$ cat src/rtl/pll_cfg_ctrl.sv
// PLL configuration controller: bypasses and powers down the PLL, loads the
// M/N/P divider codes over three four-phase handshakes, powers the PLL back up,
// waits for lock and then releases bypass. All outputs come from flops.
module pll_cfg_ctrl #(
  parameter int unsigned PD_CYCLES    = 16,
  parameter int unsigned ACK_TIMEOUT  = 255,
  parameter int unsigned LOCK_TIMEOUT = 65535,
  parameter int unsigned SYNC_STAGES  = 2
) (
  input  logic        clk,
  input  logic        rst,
  input  logic        cfg_valid,
  output logic        cfg_ready,
  input  logic [16:0] cfg_mdec,
  input  logic [9:0]  cfg_ndec,
  input  logic [6:0]  cfg_pdec,
  output logic [16:0] mdec,
  output logic [9:0]  ndec,
  output logic [6:0]  pdec,
  output logic        mreq,
  output logic        nreq,
  output logic        preq,
  input  logic        mack,
  input  logic        nack,
  input  logic        pack,
  input  logic        lock,
  output logic        pd,
  output logic        bypass,
  output logic        busy,
  output logic        locked,
  output logic [1:0]  err
);

  localparam int unsigned MaxTo  = (LOCK_TIMEOUT > ACK_TIMEOUT) ? LOCK_TIMEOUT : ACK_TIMEOUT;
  localparam int unsigned MaxCnt = (MaxTo > PD_CYCLES) ? MaxTo : PD_CYCLES;
  localparam int unsigned CntW   = $clog2(MaxCnt + 1);

  localparam logic [1:0] ErrNone = 2'd0;
  localparam logic [1:0] ErrAck  = 2'd1;
  localparam logic [1:0] ErrLock = 2'd2;

  typedef enum logic [3:0] {
    StIdle, StByp, StPd, StLmReq, StLmRel, StLnReq, StLnRel,
    StLpReq, StLpRel, StPu, StWl, StRun, StErr
  } state_e;

  state_e            state_q, state_d;
  logic [CntW-1:0]   cnt_q, cnt_d;
  logic [31:0]       elapsed;
  logic              accept;

  logic [SYNC_STAGES-1:0][3:0] sync_q;
  logic mack_s, nack_s, pack_s, lock_s;

  logic [16:0] mdec_q, mdec_d;
  logic [9:0]  ndec_q, ndec_d;
  logic [6:0]  pdec_q, pdec_d;
  logic        pd_q, pd_d, bypass_q, bypass_d;
  logic        mreq_q, mreq_d, nreq_q, nreq_d, preq_q, preq_d;
  logic        busy_q, busy_d, locked_q, locked_d, ready_q, ready_d;
  logic [1:0]  err_q, err_d;

  // Synchronize the PLL's asynchronous ack and lock pins
  always_ff @(posedge clk) begin
    if (rst) begin
      sync_q <= '0;
    end else begin
      sync_q <= {sync_q[SYNC_STAGES-2:0], {lock, pack, nack, mack}};
    end
  end

  assign {lock_s, pack_s, nack_s, mack_s} = sync_q[SYNC_STAGES-1];

  assign accept  = cfg_valid && ready_q;
  // Cycles spent in the current state, counting the present one
  assign elapsed = 32'(cnt_q) + 32'd1;

  // State, counter and registered outputs
  always_ff @(posedge clk) begin
    if (rst) begin
      state_q  <= StIdle;
      cnt_q    <= '0;
      mdec_q   <= '0;
      ndec_q   <= '0;
      pdec_q   <= '0;
      pd_q     <= 1'b1;
      bypass_q <= 1'b1;
      mreq_q   <= 1'b0;
      nreq_q   <= 1'b0;
      preq_q   <= 1'b0;
      busy_q   <= 1'b0;
      locked_q <= 1'b0;
      ready_q  <= 1'b1;
      err_q    <= ErrNone;
    end else begin
      state_q  <= state_d;
      cnt_q    <= cnt_d;
      mdec_q   <= mdec_d;
      ndec_q   <= ndec_d;
      pdec_q   <= pdec_d;
      pd_q     <= pd_d;
      bypass_q <= bypass_d;
      mreq_q   <= mreq_d;
      nreq_q   <= nreq_d;
      preq_q   <= preq_d;
      busy_q   <= busy_d;
      locked_q <= locked_d;
      ready_q  <= ready_d;
      err_q    <= err_d;
    end
  end

  // Next-state sequencing; an arriving ack wins over a same-cycle timeout
  always_comb begin
    state_d = state_q;
    unique case (state_q)
      StIdle:  if (accept) state_d = StByp;
      StByp:   state_d = StPd;
      StPd:    if (elapsed >= PD_CYCLES) state_d = StLmReq;
      StLmReq: begin
        if (mack_s) state_d = StLmRel;
        else if (elapsed >= ACK_TIMEOUT) state_d = StErr;
      end
      StLmRel: begin
        if (!mack_s) state_d = StLnReq;
        else if (elapsed >= ACK_TIMEOUT) state_d = StErr;
      end
      StLnReq: begin
        if (nack_s) state_d = StLnRel;
        else if (elapsed >= ACK_TIMEOUT) state_d = StErr;
      end
      StLnRel: begin
        if (!nack_s) state_d = StLpReq;
        else if (elapsed >= ACK_TIMEOUT) state_d = StErr;
      end
      StLpReq: begin
        if (pack_s) state_d = StLpRel;
        else if (elapsed >= ACK_TIMEOUT) state_d = StErr;
      end
      StLpRel: begin
        if (!pack_s) state_d = StPu;
        else if (elapsed >= ACK_TIMEOUT) state_d = StErr;
      end
      StPu:    state_d = StWl;
      StWl: begin
        if (lock_s) state_d = StRun;
        else if (elapsed >= LOCK_TIMEOUT) state_d = StErr;
      end
      StRun: begin
        if (accept) state_d = StByp;
        else if (!lock_s) state_d = StWl;
      end
      StErr:   if (!mack_s && !nack_s && !pack_s) state_d = StIdle;
      default: state_d = StIdle;
    endcase
  end

  // Output next values decoded from the state being entered
  always_comb begin
    pd_d     = 1'b1;
    bypass_d = 1'b1;
    mreq_d   = 1'b0;
    nreq_d   = 1'b0;
    preq_d   = 1'b0;
    busy_d   = 1'b1;
    locked_d = 1'b0;
    ready_d  = 1'b0;
    unique case (state_d)
      StIdle: begin
        busy_d  = 1'b0;
        ready_d = 1'b1;
      end
      StByp:   pd_d = pd_q;
      StLmReq: mreq_d = 1'b1;
      StLnReq: nreq_d = 1'b1;
      StLpReq: preq_d = 1'b1;
      StPu, StWl: pd_d = 1'b0;
      StRun: begin
        pd_d     = 1'b0;
        bypass_d = 1'b0;
        busy_d   = 1'b0;
        locked_d = 1'b1;
        ready_d  = 1'b1;
      end
      StErr:   busy_d = 1'b0;
      default: ;
    endcase

    // Counter restarts on every state change and saturates otherwise
    if (state_d != state_q) begin
      cnt_d = '0;
    end else if (cnt_q == '1) begin
      cnt_d = cnt_q;
    end else begin
      cnt_d = cnt_q + 1'b1;
    end

    mdec_d = mdec_q;
    ndec_d = ndec_q;
    pdec_d = pdec_q;
    err_d  = err_q;
    if (accept) begin
      mdec_d = cfg_mdec;
      ndec_d = cfg_ndec;
      pdec_d = cfg_pdec;
      err_d  = ErrNone;
    end else if (state_d == StErr && state_q != StErr) begin
      err_d = (state_q == StWl) ? ErrLock : ErrAck;
    end
  end

  assign mdec      = mdec_q;
  assign ndec      = ndec_q;
  assign pdec      = pdec_q;
  assign pd        = pd_q;
  assign bypass    = bypass_q;
  assign mreq      = mreq_q;
  assign nreq      = nreq_q;
  assign preq      = preq_q;
  assign busy      = busy_q;
  assign locked    = locked_q;
  assign cfg_ready = ready_q;
  assign err       = err_q;

endmodule
$ cat config.mk
export PLATFORM = sky130hd
export DESIGN_NAME = pll_cfg_ctrl
export DESIGN_NICKNAME = d
export VERILOG_FILES = /design/src/rtl/pll_cfg_ctrl.sv
export SDC_FILE = /design/constraint.sdc
export NUM_CORES = 1
export LEC_CHECK = 0
export CAP_MARGIN = 0
export CORE_MARGIN = 2
export CORE_UTILIZATION = 38
export CTS_CLUSTER_SIZE = 30
export DETAILED_ROUTE_END_ITERATION = 12
export SETUP_SLACK_MARGIN = 0.4
export SYNTH_ARGS = -nofsm -noshare
export SYNTH_HDL_FRONTEND = slang
export SYNTH_SLANG_ARGS = --single-unit
export TNS_END_PERCENT = 1
$ cat constraint.sdc
create_clock -name clk -period 4.71 [get_ports clk]
set_input_delay 0.7065 -clock clk [delete_from_list [all_inputs] [get_ports clk]]
set_output_delay 0.7065 -clock clk [all_outputs]
set_load 0.005 [all_outputs]
==> impl_metrics.env, run 1 <==
export IMPL_status="finished clean"
export IMPL_antenna_cells=0
export IMPL_drt_wl_total_mm=9.12
export IMPL_cts_buffers_inserted=9
export IMPL_yosysSeqAreaShare_pct=40.1
export IMPL_cts_sinks=72
export IMPL_power_uw=1390
export IMPL_post_synth_top_count_cell="nand2_1"
export IMPL_pin_count=85
export IMPL_min_path_type="flip-flop to flip-flop"
export IMPL_post_cts_buffers=0
export IMPL_crit_type="flip-flop to flip-flop"
export IMPL_syn_area_mm2=0.00359
export IMPL_grt_max_degree=48
export IMPL_required_ns=4.90
export IMPL_cp_start_kind="flip-flop"
export IMPL_drt_vias_per_instance=5.33
export IMPL_wl_per_cell_um=14.7
export IMPL_tightest_slew_ns=1.17
export IMPL_path_max_fanout=16
export IMPL_fmax_mhz=288
export IMPL_grt_pass1_wl_mm=15.1
export IMPL_arrival_ns=3.66
export IMPL_gr_usage_all_layers_pct=18.3
export IMPL_r2r_end="cnt_q[5]"
export IMPL_period_needed_ns=3.48
export IMPL_rsz0062_at_grt="false"
export IMPL_n_fill_cell=880
export IMPL_hpwl_mm=6.43
export IMPL_clk_pin_slew_ns=0.07
export IMPL_min_from="sync_q[3]"
export IMPL_grt_antenna_before_repair=0
export IMPL_cts_tree="done"
export IMPL_vias=3315
export IMPL_synth_top_area_share_pct=40.1
export IMPL_grt_pass1_vias=3105
export IMPL_fin_util_pct=49.8
export IMPL_synthFlopType="dfxtp_1"
export IMPL_clock_path_buffers=2
export IMPL_place_gp_congestion=0.867
export IMPL_hold_path_depth=1
export IMPL_tns_ns=0
export IMPL_cts_htree_levels=3
export IMPL_drc=0
export IMPL_fp_dieW_um=101
export IMPL_ff2ff_path_depth=9
export IMPL_setup_viol=0
export IMPL_synthArstFlopShare_pct=0
export IMPL_initial_core_util_pct=39.0
export IMPL_synthTopCellsByArea="dfxtp_1 (40%), nand2_1 (9.6%), a21oi_1 (6.6%)"
export IMPL_final_nets=551
export IMPL_antenna_left=0
export IMPL_layout_drive_gt1_share_pct=7.05
export IMPL_ys_ff_latch=72
export IMPL_reg2reg_from="cnt_q[1]"
export IMPL_netlist_instances=447
export IMPL_finalCritPeriodShare_pct=73.8
export IMPL_synth_largest_area_cell="dfxtp_1"
export IMPL_overflow=0
export IMPL_syn_area_per_cell_um2=8.03
export IMPL_cts_resized=0
export IMPL_end_kind="flip-flop"
export IMPL_syn_nets=490
export IMPL_die_area_mm2=0.0102
export IMPL_place_ws_ns=1.25
export IMPL_hold_ws_ns=0.440
export IMPL_ys_types=67
export IMPL_cellPowerDensity_mw_per_mm2=303
export IMPL_r2r_slack_ns=1.23
export IMPL_synth_edf_count=0
export IMPL_cts_root_buf="clkbuf_8"
export IMPL_fin_ws_ns=1.23
export IMPL_slew_headroom_pct=22.1
export IMPL_synth_common_cells="nand2_1 (92), dfxtp_1 (72), a21oi_1 (47)"
export IMPL_vdd_drop_max_mv=0.174
export IMPL_slew_viol_final=0
export IMPL_synth_warnings=0
export IMPL_core_mm2=0.00920
export IMPL_skew_ns=0.00911
export IMPL_maxCapViolCount=0
export IMPL_io_buffers=84
export IMPL_syn2layout_area_growth_pct=27.6
export IMPL_die_h_um=101
export IMPL_hold_end="lock_s"
export IMPL_clk_latency_ns=0.34
export IMPL_drt_pass1_iter_count=6
export IMPL_hold_buffers=0
export IMPL_drtIter0Drc=279
export IMPL_hold_viol_final=0
export IMPL_row_count=35
export IMPL_p_leak_uw=0.00169
-- routing by layer --
metal / share of wire (%) / vias to the layer above / track usage [%]
li1: - / 1680 / -
met1: 46 / 1520 / 24.4
met2: 45 / 105 / 27.6
met3: 7.3 / 10 / 6.97
met4: 0.93 / 0 / 5.82
met5: 0 / - / 0
-- worst max-delay path, cell delays in order (launching register included) --
cell and delay (ns):
dfxtp_1 0.48, ha_1 0.47, and4_1 0.37, nand4_1 0.15, xor2_1 0.29, o211a_1 0.26
nand3_2 0.15, o311ai_4 0.40, xor2_2 0.63, a211oi_1 0.11
-- through the flow --
stage	instance area, µm²	cells
after floorplan	3590	447
after global placement	4400	608
after detailed placement	4400	608
after CTS	4580	622
after global routing	4580	622
final	4580	622
-- how the worst max path moves through the flow --
| stage | from | end | cells after the start |
|---|---|---|---|
| finish | cnt_q[1] | cnt_q[5] | 9 |
| global route | cnt_q[2] | cnt_q[4] | 8 |
| CTS | cnt_q[1] | cnt_q[4] | 9 |
| detailed placement | cnt_q[1] | cnt_q[4] | 9 |
| global placement | cnt_q[1] | busy | 10 |
| floorplan | cnt_q[1] | busy | 12 |
-- kinds of logic after synthesis --
group	count (synthesis)	share of synthesized area (%)
compound gates	102	19.4
mux	1	0.279
fa+ha+maj	2	0.697
buf+inv	48	6.55
simple gates	205	28.4
xor+xnor	17	4.56
flops	72	40.1
-- power by group --
part | total (µW) | internal [µW] | switching, µW | leakage (µW)
combinational | 242 | 124 | 118 | 0.00102
sequential | 680 | 646 | 34.7 | 0.000589
clock | 468 | 239 | 228 | 0.0000876
-- registers in the layout (all words and copies together), names as in the netlist, 2 cells and up --
signal and count:
cnt_q 16, err 2, mdec 17, ndec 10
pdec 7, state_q 4, sync_q 4
-- final cells by class --
type	count	area (µm²)	area share, %
inverter	11	41.3	0.901
clock buffer	9	124	2.70
multi-input combinational	327	1910	41.8
timing repair buffer	87	863	18.8
clock inverter	5	58.8	1.28
sequential	72	1440	31.5
tap	111	139	3.03
-- cell usage in the layout (no fill, tap or decap), drive strengths merged, types with 3 or more instances in the layout --
cell	instances
and2	5
nor2	25
nand2	93
clkbuf	9
nor2b	11
xnor2	9
o21ai	16
or3	3
nand3	13
inv	12
buf	3
nor4	4
nor3b	3
nor3	18
nand4	12
nand2b	5
a21oi	47
a211oi	10
and3	5
xor2	8
clkdlybuf4s50	84
o2111ai	3
dfxtp	72
Note: power is estimated with default switching activity, not from simulation.
==> run 2: changes to the inputs <==
PLACE_DENSITY = 0.66   (was not set)
clock period = 2.9 ns   (was 4.71 ns; I/O delays follow)
==> impl_metrics.env, run 2 (synthesized netlist as in run 1, its figures left out) <==
export IMPL_status="finished clean"
export IMPL_hold_viol_final=0
export IMPL_hpwl_mm=6.70
export IMPL_clkPwrFrac_pct=33.6
export IMPL_row_count=35
export IMPL_slew_viol_final=0
export IMPL_reg2reg_from="cnt_q[1]"
export IMPL_n_fill_cell=878
export IMPL_arrival_ns=2.91
export IMPL_slowest_delay_ns=0.45
export IMPL_dp_cells=632
export IMPL_fin_util_pct=53.6
export IMPL_end_kind="flip-flop"
export IMPL_cts_htree_levels=3
export IMPL_p_int_uw=1710
export IMPL_placed_cell_area_mm2=0.00462
export IMPL_cp_cell_sequence="buf_4, ha_4, nor2_2, o21ai_0, o21ai_1, o2111ai_2, o41ai_4, nor2_2, or3_4, or2_4, o221a_1"
export IMPL_multi_input_area_mm2=0.00198
export IMPL_crit_end="busy"
export IMPL_final_nets=583
export IMPL_rsz0062_at_grt="true"
export IMPL_drtIter0Drc=167
export IMPL_maxCapViolCount=0
export IMPL_r2r_slack_ns=0.23
export IMPL_fmax_mhz=374
export IMPL_vdd_drop_max_mv=0.349
export IMPL_cp_depth=11
export IMPL_ff2ff_path_depth=11
export IMPL_slew_headroom_pct=58.9
export IMPL_cts_root_buf="clkbuf_8"
export IMPL_clock_path_buffers=2
export IMPL_r2r_end="busy"
export IMPL_hold_buffers=0
export IMPL_initial_core_util_pct=39.0
export IMPL_final_cells=656
export IMPL_p_sw_uw=666
export IMPL_grt_max_degree=48
export IMPL_required_ns=3.14
export IMPL_hold_ws_ns=0.440
export IMPL_crit_type="flip-flop to flip-flop"
export IMPL_antenna_left=0
export IMPL_clk_pin_slew_ns=0.08
export IMPL_die_area_mm2=0.0102
export IMPL_seqCellArea_mm2=0.00145
export IMPL_path_max_fanout=5
export IMPL_pin_count=85
export IMPL_antenna_cells=0
export IMPL_period_needed_ns=2.67
export IMPL_cts_tree="done"
export IMPL_syn2layout_area_growth_pct=37.2
export IMPL_fin_area_mm2=0.00493
export IMPL_finalCritPeriodShare_pct=92.2
export IMPL_cts_sinks=72
export IMPL_cp_top_family="compound AO/OA/AOI/OAI gates"
export IMPL_cp_start_kind="flip-flop"
export IMPL_setup_viol=0
export IMPL_overflow=0
export IMPL_cpMostUsedCell="nor2_2"
export IMPL_die_h_um=101
export IMPL_drt_wl_total_mm=9.57
export IMPL_io_buffers=84
export IMPL_min_path_type="flip-flop to flip-flop"
export IMPL_drt_vias_per_instance=5.26
export IMPL_place_gp_congestion=0.883
export IMPL_cellPowerDensity_mw_per_mm2=482
export IMPL_tightest_slew_ns=0.601
export IMPL_p_sw_share_pct=28.1
export IMPL_grt_antenna_before_repair=0
export IMPL_pwr_share_comb_pct=20.2
export IMPL_layout_drive_gt1_share_pct=15.4
export IMPL_seqPwrFrac_pct=46.1
export IMPL_final_common_cell="nand2_1"
export IMPL_p_leak_uw=0.00189
export IMPL_skew_ns=0.0120
export IMPL_largest_reg_flops=17
export IMPL_gr_usage_all_layers_pct=19.1
export IMPL_critPathLaunch="cnt_q[1]"
export IMPL_drt_pass1_iter_count=4
export IMPL_drc=0
export IMPL_wl_per_cell_um=14.6
export IMPL_tns_ns=0
export IMPL_vias=3450
export IMPL_cts_buffers_inserted=9
export IMPL_clk_latency_ns=0.35
export IMPL_final_cell_mix="nand2_1 (92), clkdlybuf4s50_1 (84), dfxtp_1 (68)"
export IMPL_cp_num_buf_inv=1
export IMPL_grt_pass1_wl_mm=15.8
export IMPL_core_mm2=0.00920
export IMPL_fp_dieW_um=101
export IMPL_grt_pass1_vias=3335
export IMPL_cp_slowest_cell="o41ai_4"
==> run 2: cell count changes in the layout (fill, tap and decap cells not counted), moves of 2 or more <==
| cell | before | now |
|---|---|---|
| ha_4 | 0 | 2 |
| inv_1 | 11 | 9 |
| o21ai_1 | 1 | 3 |
| dfxtp_1 | 72 | 68 |
| dfxtp_4 | 0 | 2 |
| inv_2 | 0 | 2 |
| buf_4 | 3 | 33 |
| dfxtp_2 | 0 | 2 |
| o21ai_0 | 15 | 13 |
| ha_1 | 2 | 0 |
==> run 2: worst min-delay path by stage <==
stage / to / slack [ns] / from / cells past startpoint
after floorplan: lock_s / 0.41 / sync_q[3] / 1
final: mack_s / 0.44 / sync_q[0] / 1
after global placement: mack_s / 0.42 / sync_q[0] / 1
after global routing: mack_s / 0.46 / sync_q[0] / 1
after CTS: mack_s / 0.44 / sync_q[0] / 1
after detailed placement: mack_s / 0.42 / sync_q[0] / 1
==> run 2: layout make-up <==
cell class / instances / area share (%)
clock buffers: 10 / 2.59
clock inverters: 6 / 1.37
repair buffers: 119 / 22.7
flip-flops and latches: 72 / 29.5
multi-input cells: 327 / 40.2
inverters: 11 / 0.838
well taps: 111 / 2.82
==> run 2: repair_timing <==
item / CTS / global route
endpoints found under the setup margin: 26 / 28
pin swaps: 5 / 3
resized for setup: 5 / 9
setup buffers: 8 / 0
==> run 2: per-stage QoR <==
| step | setup slack (ns) | power [µW] |
|---|---|---|
| 2_1_floorplan | 0.144 | 1360 |
| 3_3_place_gp | 0.145 | 1560 |
| 3_5_place_dp | 0.0699 | 1570 |
| 4_1_cts | 0.230 | 2400 |
| 5_1_grt | 0.119 | 2500 |
| 6_report | 0.227 | 2370 |
==> run 2: power groups by stage <==
stage	Sequential (µW)	Clock (µW)	Combinational [µW]
6_report	1100	798	480
5_1_grt	1100	871	528
4_1_cts	1090	833	475
3_5_place_dp	1120	0	449
3_3_place_gp	1120	0	443
2_1_floorplan	1110	0	241
==> run 2: routing by layer <==
metal  vias to the layer above  GRT usage, %  part of all wire [%]
met5                         -             0                     0
met4                         0          7.38                   1.4
met1                      1601          23.6                    43
met3                        15          6.76                   7.1
li1                       1736             -                     -
met2                        98          30.6                    49
